==> src/rtl/wb_arbiter.sv <==
// Writeback arbiter: merges ALU results (priority) and FIFO-buffered load responses into a
// registered register-file write port, with a starvation drain and a pending-load mask.
module wb_arbiter #(
    parameter int FIFO_DEPTH = 4,
    parameter int MAX_WAIT   = 8
) (
    input  logic        clk,
    input  logic        rst,
    input  logic        alu_valid,
    output logic        alu_ready,
    input  logic [4:0]  alu_rd,
    input  logic [31:0] alu_data,
    input  logic        ld_valid,
    output logic        ld_ready,
    input  logic [4:0]  ld_rd,
    input  logic [31:0] ld_data,
    output logic        RegWrite,
    output logic [4:0]  WB_Rdaddr,
    output logic [31:0] WB_Rddata,
    output logic [31:0] ld_pend_mask
);
    localparam int AW = (FIFO_DEPTH > 1) ? $clog2(FIFO_DEPTH) : 1;
    localparam int PW = AW + 1;
    localparam int CW = $clog2(MAX_WAIT) + 1;

    localparam logic [0:0] S_NORMAL = 1'b0;
    localparam logic [0:0] S_DRAIN  = 1'b1;

    logic [4:0]    r_fifo_rd   [FIFO_DEPTH];
    logic [31:0]   r_fifo_data [FIFO_DEPTH];
    logic [PW-1:0] r_wptr, r_rptr;
    logic [0:0]    r_state;
    logic [CW-1:0] r_cnt;
    logic          r_we, r_out_is_ld;
    logic [4:0]    r_addr;
    logic [31:0]   r_data;

    logic          w_full, w_empty, w_enq, w_deq, w_alu_sel, w_drain;
    logic [PW-1:0] w_count;
    logic [AW-1:0] w_idx;
    logic [31:0]   w_mask;

    assign w_empty   = (r_wptr == r_rptr);
    assign w_full    = (r_wptr[PW-1] != r_rptr[PW-1]) && (r_wptr[AW-1:0] == r_rptr[AW-1:0]);
    assign w_count   = r_wptr - r_rptr;
    assign ld_ready  = !w_full;
    assign alu_ready = (r_state == S_NORMAL);
    assign w_drain   = (r_state == S_DRAIN);

    // x0 loads complete their handshake but never occupy a slot
    assign w_enq     = ld_valid && ld_ready && (ld_rd != 5'd0);
    assign w_alu_sel = !w_drain && alu_valid && (alu_rd != 5'd0);
    assign w_deq     = w_drain || (!w_alu_sel && !w_empty);

    always_ff @(posedge clk) begin
        if (w_enq) begin
            r_fifo_rd[r_wptr[AW-1:0]]   <= ld_rd;
            r_fifo_data[r_wptr[AW-1:0]] <= ld_data;
        end
    end

    always_ff @(posedge clk) begin
        if (rst) begin
            r_wptr      <= '0;
            r_rptr      <= '0;
            r_state     <= S_NORMAL;
            r_cnt       <= '0;
            r_we        <= 1'b0;
            r_out_is_ld <= 1'b0;
            r_addr      <= '0;
            r_data      <= '0;
        end else begin
            if (w_enq) r_wptr <= r_wptr + PW'(1);
            if (w_deq) r_rptr <= r_rptr + PW'(1);

            if (w_alu_sel) begin
                r_we        <= 1'b1;
                r_out_is_ld <= 1'b0;
                r_addr      <= alu_rd;
                r_data      <= alu_data;
            end else if (w_deq) begin
                r_we        <= 1'b1;
                r_out_is_ld <= 1'b1;
                r_addr      <= r_fifo_rd[r_rptr[AW-1:0]];
                r_data      <= r_fifo_data[r_rptr[AW-1:0]];
            end else begin
                r_we        <= 1'b0;
                r_out_is_ld <= 1'b0;
            end

            // Head blocked by ALU traffic for MAX_WAIT cycles forces a one-cycle drain
            if (w_drain) begin
                r_state <= S_NORMAL;
                r_cnt   <= '0;
            end else if (!w_empty && !w_deq) begin
                if (r_cnt == CW'(MAX_WAIT - 1)) begin
                    r_state <= S_DRAIN;
                    r_cnt   <= '0;
                end else begin
                    r_cnt <= r_cnt + CW'(1);
                end
            end else begin
                r_cnt <= '0;
            end
        end
    end

    always_comb begin
        w_mask = '0;
        w_idx  = '0;
        for (int k = 0; k < FIFO_DEPTH; k++) begin
            w_idx = r_rptr[AW-1:0] + AW'(k);
            if (PW'(k) < w_count) w_mask[r_fifo_rd[w_idx]] = 1'b1;
        end
        if (r_out_is_ld) w_mask[r_addr] = 1'b1;
        w_mask[0] = 1'b0;
    end

    assign ld_pend_mask = w_mask;
    assign RegWrite     = r_we;
    assign WB_Rdaddr    = r_addr;
    assign WB_Rddata    = r_data;
endmodule

==> config.mk <==
export PLATFORM = sky130hd
export DESIGN_NAME = wb_arbiter
export DESIGN_NICKNAME = d
export VERILOG_FILES = /design/src/rtl/wb_arbiter.sv
export SDC_FILE = /design/constraint.sdc
export NUM_CORES = 1
export LEC_CHECK = 0
export BUFFER_PORTS_ARGS = -buffer_cell sky130_fd_sc_hd__buf_2
export CAP_MARGIN = 20
export CELL_PAD_IN_SITES_DETAIL_PLACEMENT = 0
export CELL_PAD_IN_SITES_GLOBAL_PLACEMENT = 1
export CORE_MARGIN = 4
export CORE_UTILIZATION = 45
export CTS_CLUSTER_SIZE = 25
export DETAILED_ROUTE_END_ITERATION = 8
export PLACE_DENSITY_LB_ADDON = 0.1
export SYNTH_ARGS = -nofsm -noshare
export SYNTH_HDL_FRONTEND = slang
export SYNTH_SLANG_ARGS = --single-unit
==> constraint.sdc <==
create_clock -name clk -period 3.3 [get_ports clk]
set_input_delay 0.66 -clock clk [delete_from_list [all_inputs] [get_ports clk]]
set_output_delay 0.66 -clock clk [all_outputs]
set_load 0.02 [all_outputs]
==> run metrics <==
status finished, violations left; failing checks negative setup slack; Main synth FF type edfxtp_1; area leader, netlist edfxtp_1; hold_sp ld_data[23]; Max Cap Viol 0; Layout Utilization 0.594; initial antenna violation count 3; worst reg-to-reg path cell count 7; share of cells above drive strength 1 0.457; syn avg cell area 13.7 um^2; area growth from synthesis to layout 28.4%; routed vias 6770; number of synthesized flops with an enable pin 148; cell depth of the worst hold path 1; clock buffer depth 2; WL/cell 22.6 um; Pwr Total 0.00834 W; drt drc 0; crit path DAT 2.80 ns; core region area 20400 um^2; clk slew on worst S/H paths 0.08 ns; Final Cycle Share 1.05; total CTS buffers 17; Critical Path End Type output pin; hold_buf cts 0; syn nets 775; Max-slew headroom 0.530; largest net degree at the start of global routing 65; Via-to-Cell Ratio 5.85; area of the mapped netlist 9450 um^2; final setup violation count 29; crit path max fanout 5; DIE HEIGHT 153 um; RSZ-0062 raised after global routing true; Root Buffer Master clkbuf_16; Max Fclk 0.289 GHz; clock tree sinks 200; filler instances 1661; Worst Setup Start Kind register; die span in x 153 um; vias in the first global route 6800; first-pass GRT wire length 39.9 mm; ys async rst share 0; Clock Latency Late Sink 0.43 ns; yosys warns 0; Cells after DPL 1104; count of different cell masters after synthesis 55; Min-Delay Endpoint r_fifo_data[3][23]; Area contributors post-synth edfxtp_1, dfxtp_1, mux4_2; H-tree levels 4; Cells after Synth 688; pwr dens 687 nW/um^2; final RePlAce weighted congestion 0.970; Routed Wire Length 26.1 mm; Synth top area share 0.470; post-layout min period 3.46 ns; Fin. Hold Viols 0; grt ovf 0; initial drt markers 507; final worst setup slack -0.156 ns; Hold WC Path Type in2reg; Setup CP Type reg2out; CP required 2.64 ns; Fin Clk Skew 0.0140 ns; post-route insts no fill 1158; final antenna-violating net count 0; die area 23400 um^2; Buffers on Ports 148; RR Endpoint r_fifo_data[0][20]; Lkg Pwr 4.51 nW; Peak supply drop 452 uV; number of I/O pins 150; Least-Margin Pin Slew 0.705 ns; Max Transition Viols Final 0; gr usage total 0.221; flops & latches, synth 200; Worst R2R Setup Slack 0.85 ns; Place WS -0.0378 ns; Pre-antenna DRT Iters 5; sequential element share of the synthesized area 0.580; Starting Density 0.463; Layout Nets 962; DP Wirelength 18.6 mm; CTS tree yes; antenna cells 0; num rows 52; RR Startpoint r_rptr[1]
-- cell usage in the layout, fill, tap and decap left out, types with 4 or more instances in the layout --
cell type  synthesis  routed
and3_1            12       6
nor2_1            69      66
nand2b_1           7       5
buf_6              3      34
clkinv_8           0       6
o22ai_4            0       6
xnor2_1            4       4
nand3_1           12       9
buf_2             14     117
a211oi_1          32      32
inv_1              9       8
a21oi_2            0       9
ha_1               8       6
mux4_2            45      51
o22ai_2            0      18
a21oi_1           29      17
nor3_1             8       6
a22oi_1           28      17
dfxtp_1           52      46
o22ai_1           31       7
dfxtp_2            0       4
nor2b_1            6       5
nand2_2            0      11
buf_12             0       4
and3_2             0       4
mux2i_1           35      35
buf_4              1      53
nand2_1           40      29
clkbuf_16          0      17
a22oi_2            0      11
edfxtp_1         148     148
nor3b_2            6       7
nand3b_1           5       5
-- worst max path at each step --
| stage | startpoint | endpoint | slack [ns] | cells past startpoint |
|---|---|---|---|---|
| after global placement | r_rptr[0] | ld_pend_mask[20] | -0.04 | 7 |
| after CTS | r_rptr[0] | ld_pend_mask[2] | -0.19 | 9 |
| final | r_rptr[0] | ld_pend_mask[20] | -0.16 | 9 |
| after floorplan | r_wptr[0] | ld_pend_mask[7] | 0.30 | 9 |
| after global routing | r_rptr[0] | ld_pend_mask[2] | -0.24 | 9 |
| after detailed placement | r_rptr[0] | ld_pend_mask[17] | -0.04 | 7 |
-- per-layer routing --
metal / routed length [um] / track usage / vias to the layer above / share of wire
met5: 54 / 0 / - / 0.0021
met4: 548 / 0.0564 / 6 / 0.021
met3: 1600 / 0.0565 / 47 / 0.061
met2: 12900 / 0.370 / 264 / 0.49
met1: 11100 / 0.291 / 3352 / 0.42
li1: - / - / 3101 / -
-- what timing repair did --
action | 4_1_cts | 5_1_grt
pin swaps | 26 | 28
resized for setup | 117 | 63
buffers inserted | 13 | 8
setup endpoints to repair | 31 | 31
-- cell families (layout without fill, tap and decap cells) --
logic type      after synthesis  in the layout  share of synthesized area
flops                       200            200                      0.580
simple gates                197            197                      0.112
compound gates              137            137                     0.0977
mux                          87             87                      0.162
buf+inv                      49            249                     0.0241
fa+ha+maj                     9              9                     0.0127
xor+xnor                      8              8                     0.0106
other cells                   1              1                   0.000397
-- Yosys cell counts (all sizes together) (4+ instances only) --
cell type and number:
a211oi 32, a21oi 29, a22oi 28, a31oi 4, and3 12, and3b 5, buf 20, clkbuf 20
dfxtp 52, edfxtp 148, ha 8, inv 9, mux2i 35, mux4 51, nand2 40, nand2b 7
nand3 12, nand3b 6, nor2 69, nor2b 6, nor3 10, nor3b 11, o21ai 4, o22ai 31
xnor2 4
-- stage by stage --
step,cell area (um^2),hold WS [ns],setup TNS (ns)
finish,12100,0.437,-2.38
global route,12100,0.414,-5.32
CTS,11800,0.413,-2.67
detailed placement,10700,0.440,-0.0610
global placement,10700,0.427,-0.0357
floorplan,9450,0.418,0
-- cell type report --
| class | count | area [um^2] | share of cell area |
|---|---|---|---|
| clock buffer | 17 | 425 | 0.0350 |
| sequential | 200 | 5500 | 0.453 |
| clock inverter | 15 | 196 | 0.0162 |
| timing repair buffer | 208 | 1450 | 0.119 |
| tap | 270 | 338 | 0.0278 |
| multi-input combinational | 439 | 4200 | 0.346 |
| inverter | 9 | 33.8 | 0.00278 |
-- state kept, by name (all words and copies together) (netlist names), 3 cells and up, named ones only --
name and flops:
r_fifo_data 128, WB_Rddata 32, r_fifo_rd 20, WB_Rdaddr 5
r_cnt 4, r_rptr 3, r_wptr 3
-- power by group --
part / internal, W / switching, W / total, W
registers: 0.00293 / 0.000138 / 0.00307
clock network: 0.00104 / 0.00106 / 0.00210
logic: 0.00136 / 0.00181 / 0.00317
-- critical path, cell delays in order, from the launching register on --
cell     delay [ns]
dfxtp_4        0.37
ha_4           0.31
buf_6          0.13
buf_6          0.09
mux4_2         0.38
or4b_4         0.64
o22ai_4        0.19
a21oi_2        0.05
nand2_2        0.09
buf_6          0.13
(Power assumes the default switching activity.)
